**src/rtl/and_tst_pkg.sv**
```systemverilog
// Shared constants for the 6-input AND path exerciser: FSM state codes,
// DUT array size and index map, oscillation drive pattern, sync depth.
package and_tst_pkg;

  localparam int unsigned N_DUT       = 12;
  localparam int unsigned SYNC_STAGES = 2;
  localparam int unsigned PAT_W       = 6;
  localparam int unsigned SEL_W       = 4;
  localparam int unsigned ST_W        = 3;

  localparam logic [PAT_W-1:0] OSC_PATTERN = 6'b111110;
  localparam logic [PAT_W-1:0] PAT_LAST    = 6'h3F;

  // FSM state codes
  localparam logic [ST_W-1:0] ST_IDLE      = 3'd0;
  localparam logic [ST_W-1:0] ST_SW_DRIVE  = 3'd1;
  localparam logic [ST_W-1:0] ST_SW_SAMPLE = 3'd2;
  localparam logic [ST_W-1:0] ST_OSC_ARM   = 3'd3;
  localparam logic [ST_W-1:0] ST_OSC_RUN   = 3'd4;
  localparam logic [ST_W-1:0] ST_DONE      = 3'd5;

  // DUT index = path*3 + h_index (h1/h5/h20 = 0/1/2)
  localparam int unsigned AND_PA_H1  = 0;
  localparam int unsigned AND_PA_H5  = 1;
  localparam int unsigned AND_PA_H20 = 2;
  localparam int unsigned AND_PB_H1  = 3;
  localparam int unsigned AND_PB_H5  = 4;
  localparam int unsigned AND_PB_H20 = 5;
  localparam int unsigned AND_PC_H1  = 6;
  localparam int unsigned AND_PC_H5  = 7;
  localparam int unsigned AND_PC_H20 = 8;
  localparam int unsigned AND_PD_H1  = 9;
  localparam int unsigned AND_PD_H5  = 10;
  localparam int unsigned AND_PD_H20 = 11;

  // Out-of-range selects fall back to index 0
  function automatic logic [SEL_W-1:0] clamp_sel(input logic [SEL_W-1:0] s);
    return (32'(s) >= N_DUT) ? SEL_W'(0) : s;
  endfunction

endpackage

```
**src/rtl/and_path_exerciser_if.sv**
```systemverilog
// Control/result interface of the exerciser.
//   master: start, mode, sel, window -> ; <- busy, done, pass, fail_pat, count
//   slave : the exerciser side
interface and_path_exerciser_if #(
  parameter int unsigned WIN_W = 16,
  parameter int unsigned CNT_W = 16
);
  import and_tst_pkg::*;

  logic             start;
  logic             mode;
  logic [SEL_W-1:0] sel;
  logic [WIN_W-1:0] window;
  logic             busy;
  logic             done;
  logic             pass;
  logic [PAT_W-1:0] fail_pat;
  logic [CNT_W-1:0] count;

  modport master (output start, mode, sel, window,
                  input  busy, done, pass, fail_pat, count);
  modport slave  (input  start, mode, sel, window,
                  output busy, done, pass, fail_pat, count);
endinterface

```
**src/rtl/and_tst_sync.sv**
```systemverilog
// Multi-flop synchroniser plus one extra flop for rising-edge detection.
//   clk, rst : clock, synchronous active-high reset
//   d        : asynchronous input
//   y_s      : synchronised level
//   rise     : one-cycle pulse on a synchronised 0->1 transition
module and_tst_sync
  import and_tst_pkg::*;
#(
  parameter int unsigned STAGES = SYNC_STAGES
) (
  input  logic clk,
  input  logic rst,
  input  logic d,
  output logic y_s,
  output logic rise
);

  logic [STAGES:0] sh_q;

  always_ff @(posedge clk) begin
    if (rst) sh_q <= '0;
    else     sh_q <= {sh_q[STAGES-1:0], d};
  end

  assign y_s  = sh_q[STAGES-1];
  assign rise = sh_q[STAGES-1] & ~sh_q[STAGES];

endmodule

```
**src/rtl/and_path_exerciser.sv**
```systemverilog
// Stimulus/response controller for the AND path variants.
// SWEEP: walks a = 0..63, compares synchronised y against &a.
// OSC  : holds a = 111110 with the ring closed and counts y rising edges.
//   clk, rst : clock, synchronous active-high reset
//   bus      : start/mode/sel/window in, busy/done/pass/fail_pat/count out
//   dut_y    : asynchronous outputs of all DUT variants
//   drv_a    : shared DUT input bus
//   osc_en   : closes the external ring around the selected DUT
module and_path_exerciser
  import and_tst_pkg::*;
#(
  parameter int unsigned SETTLE = 4,
  parameter int unsigned WIN_W  = 16,
  parameter int unsigned CNT_W  = 16
) (
  input  logic                 clk,
  input  logic                 rst,
  and_path_exerciser_if.slave  bus,
  input  logic [N_DUT-1:0]     dut_y,
  output logic [PAT_W-1:0]     drv_a,
  output logic                 osc_en
);

  localparam int unsigned SET_W = (SETTLE > 1) ? $clog2(SETTLE) : 1;

  logic [ST_W-1:0]  state_q,    state_n;
  logic [PAT_W-1:0] pat_q,      pat_n;
  logic [SET_W-1:0] set_q,      set_n;
  logic [WIN_W-1:0] win_q,      win_n;
  logic [1:0]       flush_q,    flush_n;
  logic             fail_q,     fail_n;
  logic [SEL_W-1:0] sel_q,      sel_n;
  logic [WIN_W-1:0] window_q,   window_n;
  logic [PAT_W-1:0] drv_a_q,    drv_a_n;
  logic             osc_en_q,   osc_en_n;
  logic             busy_q,     busy_n;
  logic             done_q,     done_n;
  logic             pass_q,     pass_n;
  logic [PAT_W-1:0] fail_pat_q, fail_pat_n;
  logic [CNT_W-1:0] count_q,    count_n;

  logic y_s, rise, mismatch;

  and_tst_sync #(.STAGES(SYNC_STAGES)) u_sync (
    .clk  (clk),
    .rst  (rst),
    .d    (dut_y[sel_q]),
    .y_s  (y_s),
    .rise (rise)
  );

  // Only the all-ones pattern should drive y high
  assign mismatch = y_s ^ (pat_q == PAT_LAST);

  // State and result registers
  always_ff @(posedge clk) begin
    if (rst) begin
      state_q    <= ST_IDLE;
      pat_q      <= '0;
      set_q      <= '0;
      win_q      <= '0;
      flush_q    <= '0;
      fail_q     <= 1'b0;
      sel_q      <= '0;
      window_q   <= '0;
      drv_a_q    <= '0;
      osc_en_q   <= 1'b0;
      busy_q     <= 1'b0;
      done_q     <= 1'b0;
      pass_q     <= 1'b0;
      fail_pat_q <= '0;
      count_q    <= '0;
    end else begin
      state_q    <= state_n;
      pat_q      <= pat_n;
      set_q      <= set_n;
      win_q      <= win_n;
      flush_q    <= flush_n;
      fail_q     <= fail_n;
      sel_q      <= sel_n;
      window_q   <= window_n;
      drv_a_q    <= drv_a_n;
      osc_en_q   <= osc_en_n;
      busy_q     <= busy_n;
      done_q     <= done_n;
      pass_q     <= pass_n;
      fail_pat_q <= fail_pat_n;
      count_q    <= count_n;
    end
  end

  // Next-state and next-output logic
  always_comb begin
    state_n    = state_q;
    pat_n      = pat_q;
    set_n      = set_q;
    win_n      = win_q;
    flush_n    = flush_q;
    fail_n     = fail_q;
    sel_n      = sel_q;
    window_n   = window_q;
    drv_a_n    = drv_a_q;
    osc_en_n   = osc_en_q;
    busy_n     = busy_q;
    done_n     = done_q;
    pass_n     = pass_q;
    fail_pat_n = fail_pat_q;
    count_n    = count_q;

    case (state_q)
      ST_IDLE, ST_DONE: begin
        if (bus.start) begin
          sel_n      = clamp_sel(bus.sel);
          window_n   = bus.window;
          done_n     = 1'b0;
          pass_n     = 1'b0;
          fail_pat_n = '0;
          count_n    = '0;
          busy_n     = 1'b1;
          fail_n     = 1'b0;
          pat_n      = '0;
          set_n      = '0;
          flush_n    = '0;
          if (bus.mode) begin
            state_n  = ST_OSC_ARM;
            drv_a_n  = OSC_PATTERN;
            osc_en_n = 1'b1;
          end else begin
            state_n  = ST_SW_DRIVE;
            drv_a_n  = '0;
          end
        end
      end

      ST_SW_DRIVE: begin
        if (set_q == SET_W'(SETTLE - 1)) state_n = ST_SW_SAMPLE;
        else                             set_n   = set_q + SET_W'(1);
      end

      ST_SW_SAMPLE: begin
        if (mismatch && !fail_q) begin
          fail_n     = 1'b1;
          fail_pat_n = pat_q;
        end
        if (pat_q == PAT_LAST) begin
          state_n = ST_DONE;
          done_n  = 1'b1;
          busy_n  = 1'b0;
          pass_n  = ~(fail_q | mismatch);
          drv_a_n = '0;
        end else begin
          state_n = ST_SW_DRIVE;
          pat_n   = pat_q + PAT_W'(1);
          drv_a_n = pat_q + PAT_W'(1);
          set_n   = '0;
        end
      end

      ST_OSC_ARM: begin
        // Hold for the synchroniser to flush stale edges
        win_n = window_q;
        if (flush_q == 2'd2) state_n = ST_OSC_RUN;
        else                 flush_n = flush_q + 2'd1;
      end

      ST_OSC_RUN: begin
        if (rise && (count_q != '1)) count_n = count_q + CNT_W'(1);
        // Window of 0 or 1 both give a single run cycle
        if (win_q <= WIN_W'(1)) begin
          state_n  = ST_DONE;
          osc_en_n = 1'b0;
          drv_a_n  = '0;
          done_n   = 1'b1;
          busy_n   = 1'b0;
        end else begin
          win_n = win_q - WIN_W'(1);
        end
      end

      default: state_n = ST_IDLE;
    endcase
  end

  assign drv_a        = drv_a_q;
  assign osc_en       = osc_en_q;
  assign bus.busy     = busy_q;
  assign bus.done     = done_q;
  assign bus.pass     = pass_q;
  assign bus.fail_pat = fail_pat_q;
  assign bus.count    = count_q;

endmodule

```
**src/flat_wrapper.sv**
```systemverilog
// flat-port wrapper written by rule: the top's interface ports become plain ports
module and_path_exerciser_flat import and_tst_pkg::*;
#(
  parameter int unsigned SETTLE = 4,
  parameter int unsigned WIN_W  = 16,
  parameter int unsigned CNT_W  = 16
)
  (clk, rst, dut_y, drv_a, osc_en, bus_start, bus_mode, bus_sel, bus_window, bus_busy, bus_done, bus_pass, bus_fail_pat, bus_count);
  and_path_exerciser_if #(.WIN_W(WIN_W), .CNT_W(CNT_W)) bus_i ();
  input  logic clk;
  input  logic rst;
  input  logic [N_DUT-1:0] dut_y;
  output logic [PAT_W-1:0] drv_a;
  output logic osc_en;
  input wire logic [$bits(bus_i.start)-1:0] bus_start;
  input wire logic [$bits(bus_i.mode)-1:0] bus_mode;
  input wire logic [$bits(bus_i.sel)-1:0] bus_sel;
  input wire logic [$bits(bus_i.window)-1:0] bus_window;
  output wire logic [$bits(bus_i.busy)-1:0] bus_busy;
  output wire logic [$bits(bus_i.done)-1:0] bus_done;
  output wire logic [$bits(bus_i.pass)-1:0] bus_pass;
  output wire logic [$bits(bus_i.fail_pat)-1:0] bus_fail_pat;
  output wire logic [$bits(bus_i.count)-1:0] bus_count;
  assign bus_i.start = bus_start;
  assign bus_i.mode = bus_mode;
  assign bus_i.sel = bus_sel;
  assign bus_i.window = bus_window;
  assign bus_busy = bus_i.busy;
  assign bus_done = bus_i.done;
  assign bus_pass = bus_i.pass;
  assign bus_fail_pat = bus_i.fail_pat;
  assign bus_count = bus_i.count;
  and_path_exerciser #(.SETTLE(SETTLE), .WIN_W(WIN_W), .CNT_W(CNT_W)) u_core (.clk(clk), .rst(rst), .bus(bus_i), .dut_y(dut_y), .drv_a(drv_a), .osc_en(osc_en));
endmodule
```
**config.mk**
```make
export PLATFORM = sky130hd
export DESIGN_NAME = and_path_exerciser_flat
export DESIGN_NICKNAME = d
export VERILOG_FILES = /design/src/rtl/and_tst_pkg.sv /design/src/rtl/and_path_exerciser_if.sv /design/src/rtl/and_tst_sync.sv /design/src/rtl/and_path_exerciser.sv /design/src/flat_wrapper.sv
export SDC_FILE = /design/constraint.sdc
export NUM_CORES = 1
export LEC_CHECK = 0
export ABC_AREA = 1
export CORE_AREA = 2 2 74 147
export CTS_CLUSTER_SIZE = 10
export DETAILED_ROUTE_END_ITERATION = 10
export DIE_AREA = 0 0 76 149
export PLACE_DENSITY = 0.77
export SYNTH_ARGS = -nofsm -noshare
export SYNTH_HDL_FRONTEND = slang
export SYNTH_SLANG_ARGS = --single-unit
```
**constraint.sdc**
```tcl
create_clock -name clk -period 2.1 [get_ports clk]
set_clock_uncertainty 0.1 [all_clocks]
set_input_delay 0.42 -clock clk [delete_from_list [all_inputs] [get_ports clk]]
set_output_delay 0.42 -clock clk [all_outputs]
set_load 0.1 [all_outputs]
```
==> summary.txt <==
Place
  – Placed Area: 5280 um^2
  – Buffers added on ports: 67
  – Cell count after placement: 881
  – Worst setup slack after placement: around 0.074 ns
  – Final weighted congestion of routability-driven global placement: 0.932
  – DP HPWL: about 7.6 mm

Synthesis
  – Most area-hungry cell type in the Yosys netlist: sky130_fd_sc_hd__dfxtp_1
  – Share of async-settable or async-resettable flops after synthesis: 0%
  – EDFF count, synth: 0
  – Netlist cell types: 39
  – Synthesized flop and latch total: between 80 and 90
  – Syn Area/Cell: about 6.5 um^2
  – Most used flip-flop cell after synthesis: sky130_fd_sc_hd__dfxtp_1
  – Dominant cells by area after synthesis: sky130_fd_sc_hd__dfxtp_1, sky130_fd_sc_hd__nand2_1, sky130_fd_sc_hd__nor2_1
  – Share of the synthesized area in the top cell type: between 30 and 40%
  – Synthesized net count: ~730
  – Post-synthesis cell count: between 600 and 700
  – Sequential-to-total area share from yosys stat: ~38%
  – Netlist Area Pre-Place: roughly 4500 um^2
  – Warnings, synthesis: 0

Clocking
  – Total setup buffers inserted after CTS: 0
  – Total CTS buffers: 9
  – Clock Root Buffer: sky130_fd_sc_hd__clkbuf_16
  – Worst-path clk slew: 0.06 ns
  – Clock Path Buffers: 2
  – Quantity of gates resized following cts: 0
  – Skew-Pair Late Insertion Delay: about 0.34 ns
  – H-tree Lvls: 3
  – Number of buffers inserted for hold repair after clock tree synthesis: 0
  – TritonCTS clock tree: yes
  – Number of sinks handled by clock tree synthesis: 85

Global routing
  – First-pass GRT wire length: around 18 mm
  – Total track usage: a little under a fifth
  – Via count of the first global-routing pass: 4097
  – Overflow left after global routing: 0
  – Number of antenna violations at the first check in global routing: 0
  – Pin count of the biggest net entering global routing: 35

Finish
  – Total number of nets in the final design: 797
  – Non-filler instance count after layout: approximately 900
  – Proportion of layout cells with a drive suffix above 1: 12.9%
  – Area growth syn-to-layout: 24.0%
  – Final Instance Area: 5580 um^2
  – Commonest non-fill, non-tap cells in the layout: sky130_fd_sc_hd__nand2_1, sky130_fd_sc_hd__nor2_1, sky130_fd_sc_hd__dfxtp_1
  – Diode count: 0
  – Most frequent standard cell in the layout excluding fill and tap cells: sky130_fd_sc_hd__nand2_1
  – Layout filler cell count: ~1000

Timing
  – Worst slew slack as a fraction of its limit: between 70% and 80%
  – Aggregate negative setup slack: 0 ns
  – Count of pins over their slew limit: 0
  – Hold violation total from the final report: 0
  – Final WS setup: 0.230 ns
  – Fin crit share: 89.0%
  – Final setup viols: 0
  – Worst-case hold slack: around 0.31 ns
  – Fmax achieved: around 0.53 GHz
  – Transition time at the pin with the least slew margin: ~0.42 ns
  – Final Critical Period: approximately 1.9 ns
  – RSZ-0062 raised after global routing: no

Route
  – Drt pass-1 iters: 5
  – Total wirelength of the detailed-routed design: between 10 and 15 mm
  – DRC Markers: 0
  – Number of nets still failing antenna checks after routing: 0
  – Average detailed-routed wire length per instance: 11.7 um
  – DR iter-0 viols: about 300
  – Vias post-DR: ~4500
  – Post-DR vias/cell: between 5 and 6

Die
  – Overall die area: around 11000 um^2
  – Top-level port count: 68
  – Horiz. Die Dim: about 76 um
  – Area of the placeable core: 10300 um^2
  – Site Rows: 53
  – Overall die height: 149 um
  – Initial Utilization: between 40 and 50%

Critical path
  – Endpoint kind of the worst setup timing path: register
  – Cell family with most CP delay: simple AND/OR/NAND/NOR gates
  – Slowest library cell on the worst path: sky130_fd_sc_hd__dfxtp_1
  – CP startpoint kind: register
  – Worst path cell trace: inv_1 > ha_1 > nor2_1 > nor2_1 > nand2_1 > nand2_4 > nand2_2 > buf_4 > and2_1 > nor2_1
  – Count of buffer and inverter cells on the critical path: 2
  – Required time at the endpoint of the critical path: between 2 and 2.5 ns
  – Path type of the worst setup path: reg -> reg
  – Critical Path Most Common Cell: sky130_fd_sc_hd__nor2_1
  – Maximum cell stage delay along the critical path: 0.39 ns
  – Critical path data arrival time: roughly 2.0 ns
  – Maximum fanout along the worst path: 12

Min path
  – Worst min path class: reg -> reg

Power
  – Maximum VDD drop: 0.000831 V
  – Power Density: slightly above 1000 nW/um^2
  – Pleak: ~2.4 nW

Run
  – Max-cap violations: 0

Run status
  – Outcome: finished, final reports clean
-- registers in the layout, summed over array words and instances, names as in the netlist --
signal	cells
u_core.window_q	16
u_core.win_q	16
u_core.fail_q	1
u_core.set_q	2
u_core.u_sync.sh_q	3
u_core.osc_en	1
u_core.state_q	3
u_core.pat_q	6
u_core.flush_q	2
u_core.bus.pass	1
u_core.bus.count	16
u_core.bus.done	1
u_core.sel_q	4
u_core.bus.busy	1
u_core.drv_a	6
u_core.bus.fail_pat	6
-- where the power goes --
part	internal, mW	switching (mW)	total [mW]	leakage (nW)
Combinational	0.662	1.45	2.11	1.51
Clock	1.02	0.617	1.64	0.147
Sequential	1.83	0.149	1.98	0.698
-- final cells by class --
class | count | area, um^2 | share of cell area, %
Multi-Input combinational cell | 510 | 2410 | 43.1
Inverter | 68 | 255 | 4.57
Clock buffer | 9 | 225 | 4.03
Sequential cell | 85 | 1710 | 30.7
Timing Repair Buffer | 81 | 733 | 13.1
Tap cell | 137 | 171 | 3.07
Clock inverter | 5 | 77.6 | 1.39
-- per-stage QoR --
| stage | power, mW | utilization (%) |
|---|---|---|
| finish | 5.73 | 54.3 |
| global route | 6.11 | 54.3 |
| floorplan | 3.66 | - |
| global placement | 4.08 | 51.4 |
| detailed placement | 4.11 | 51.4 |
| CTS | 5.76 | 54.3 |
-- worst min-delay path: stages (launching register included) --
cell	delay (ns)
sky130_fd_sc_hd__dfxtp_1	0.30
sky130_fd_sc_hd__inv_1	0.04
sky130_fd_sc_hd__nor2_1	0.03
-- metal layers --
| metal | vias to the layer above | share of wire [%] | global-route usage [%] |
|---|---|---|---|
| met5 | - | 0 | 0 |
| met4 | 0 | 1.7 | 6.64 |
| li1 | 2348 | - | - |
| met1 | 2032 | 46 | 22.7 |
| met3 | 18 | 4.2 | 3.57 |
| met2 | 104 | 48 | 32.5 |
-- worst paths after layout --
path                                    start                                to  slack [ns]  cells after the start
min          u_core.u_sync.sh_q[0]$_SDFF_PP0_  u_core.u_sync.sh_q[1]$_SDFF_PP0_        0.31                      2
min reg2reg  u_core.u_sync.sh_q[0]$_SDFF_PP0_  u_core.u_sync.sh_q[1]$_SDFF_PP0_        0.31                      2
max reg2reg      u_core.win_q[0]$_SDFFE_PP0P_      u_core.win_q[3]$_SDFFE_PP0P_        0.23                     10
max              u_core.win_q[0]$_SDFFE_PP0P_      u_core.win_q[3]$_SDFFE_PP0P_        0.23                     10
-- logic make-up (layout without fill, tap and decap cells) --
kind of cell / after synthesis / count (layout) / synth area share (%)
xor gates and xnor gates: 6 / 6 / 1.17
DFF: 85 / 85 / 37.8
AOI/OAI and AO/OA: 130 / 130 / 15.2
adders and majority gates: 6 / 6 / 1.67
buffers and inverters: 94 / 163 / 8.78
and+or+nand+nor: 368 / 368 / 35.4
-- synth_stat cells, types with 5 or more instances --
master / n
sky130_fd_sc_hd__nand3_1: 48
sky130_fd_sc_hd__ha_1: 6
sky130_fd_sc_hd__a21oi_1: 61
sky130_fd_sc_hd__xor2_1: 5
sky130_fd_sc_hd__inv_2: 6
sky130_fd_sc_hd__inv_1: 62
sky130_fd_sc_hd__dfxtp_1: 85
sky130_fd_sc_hd__clkbuf_1: 14
sky130_fd_sc_hd__nor2_1: 126
sky130_fd_sc_hd__nand4_1: 10
sky130_fd_sc_hd__nand2_2: 5
sky130_fd_sc_hd__nand2_1: 155
sky130_fd_sc_hd__o21ai_0: 53
(Power assumes the default switching activity.)
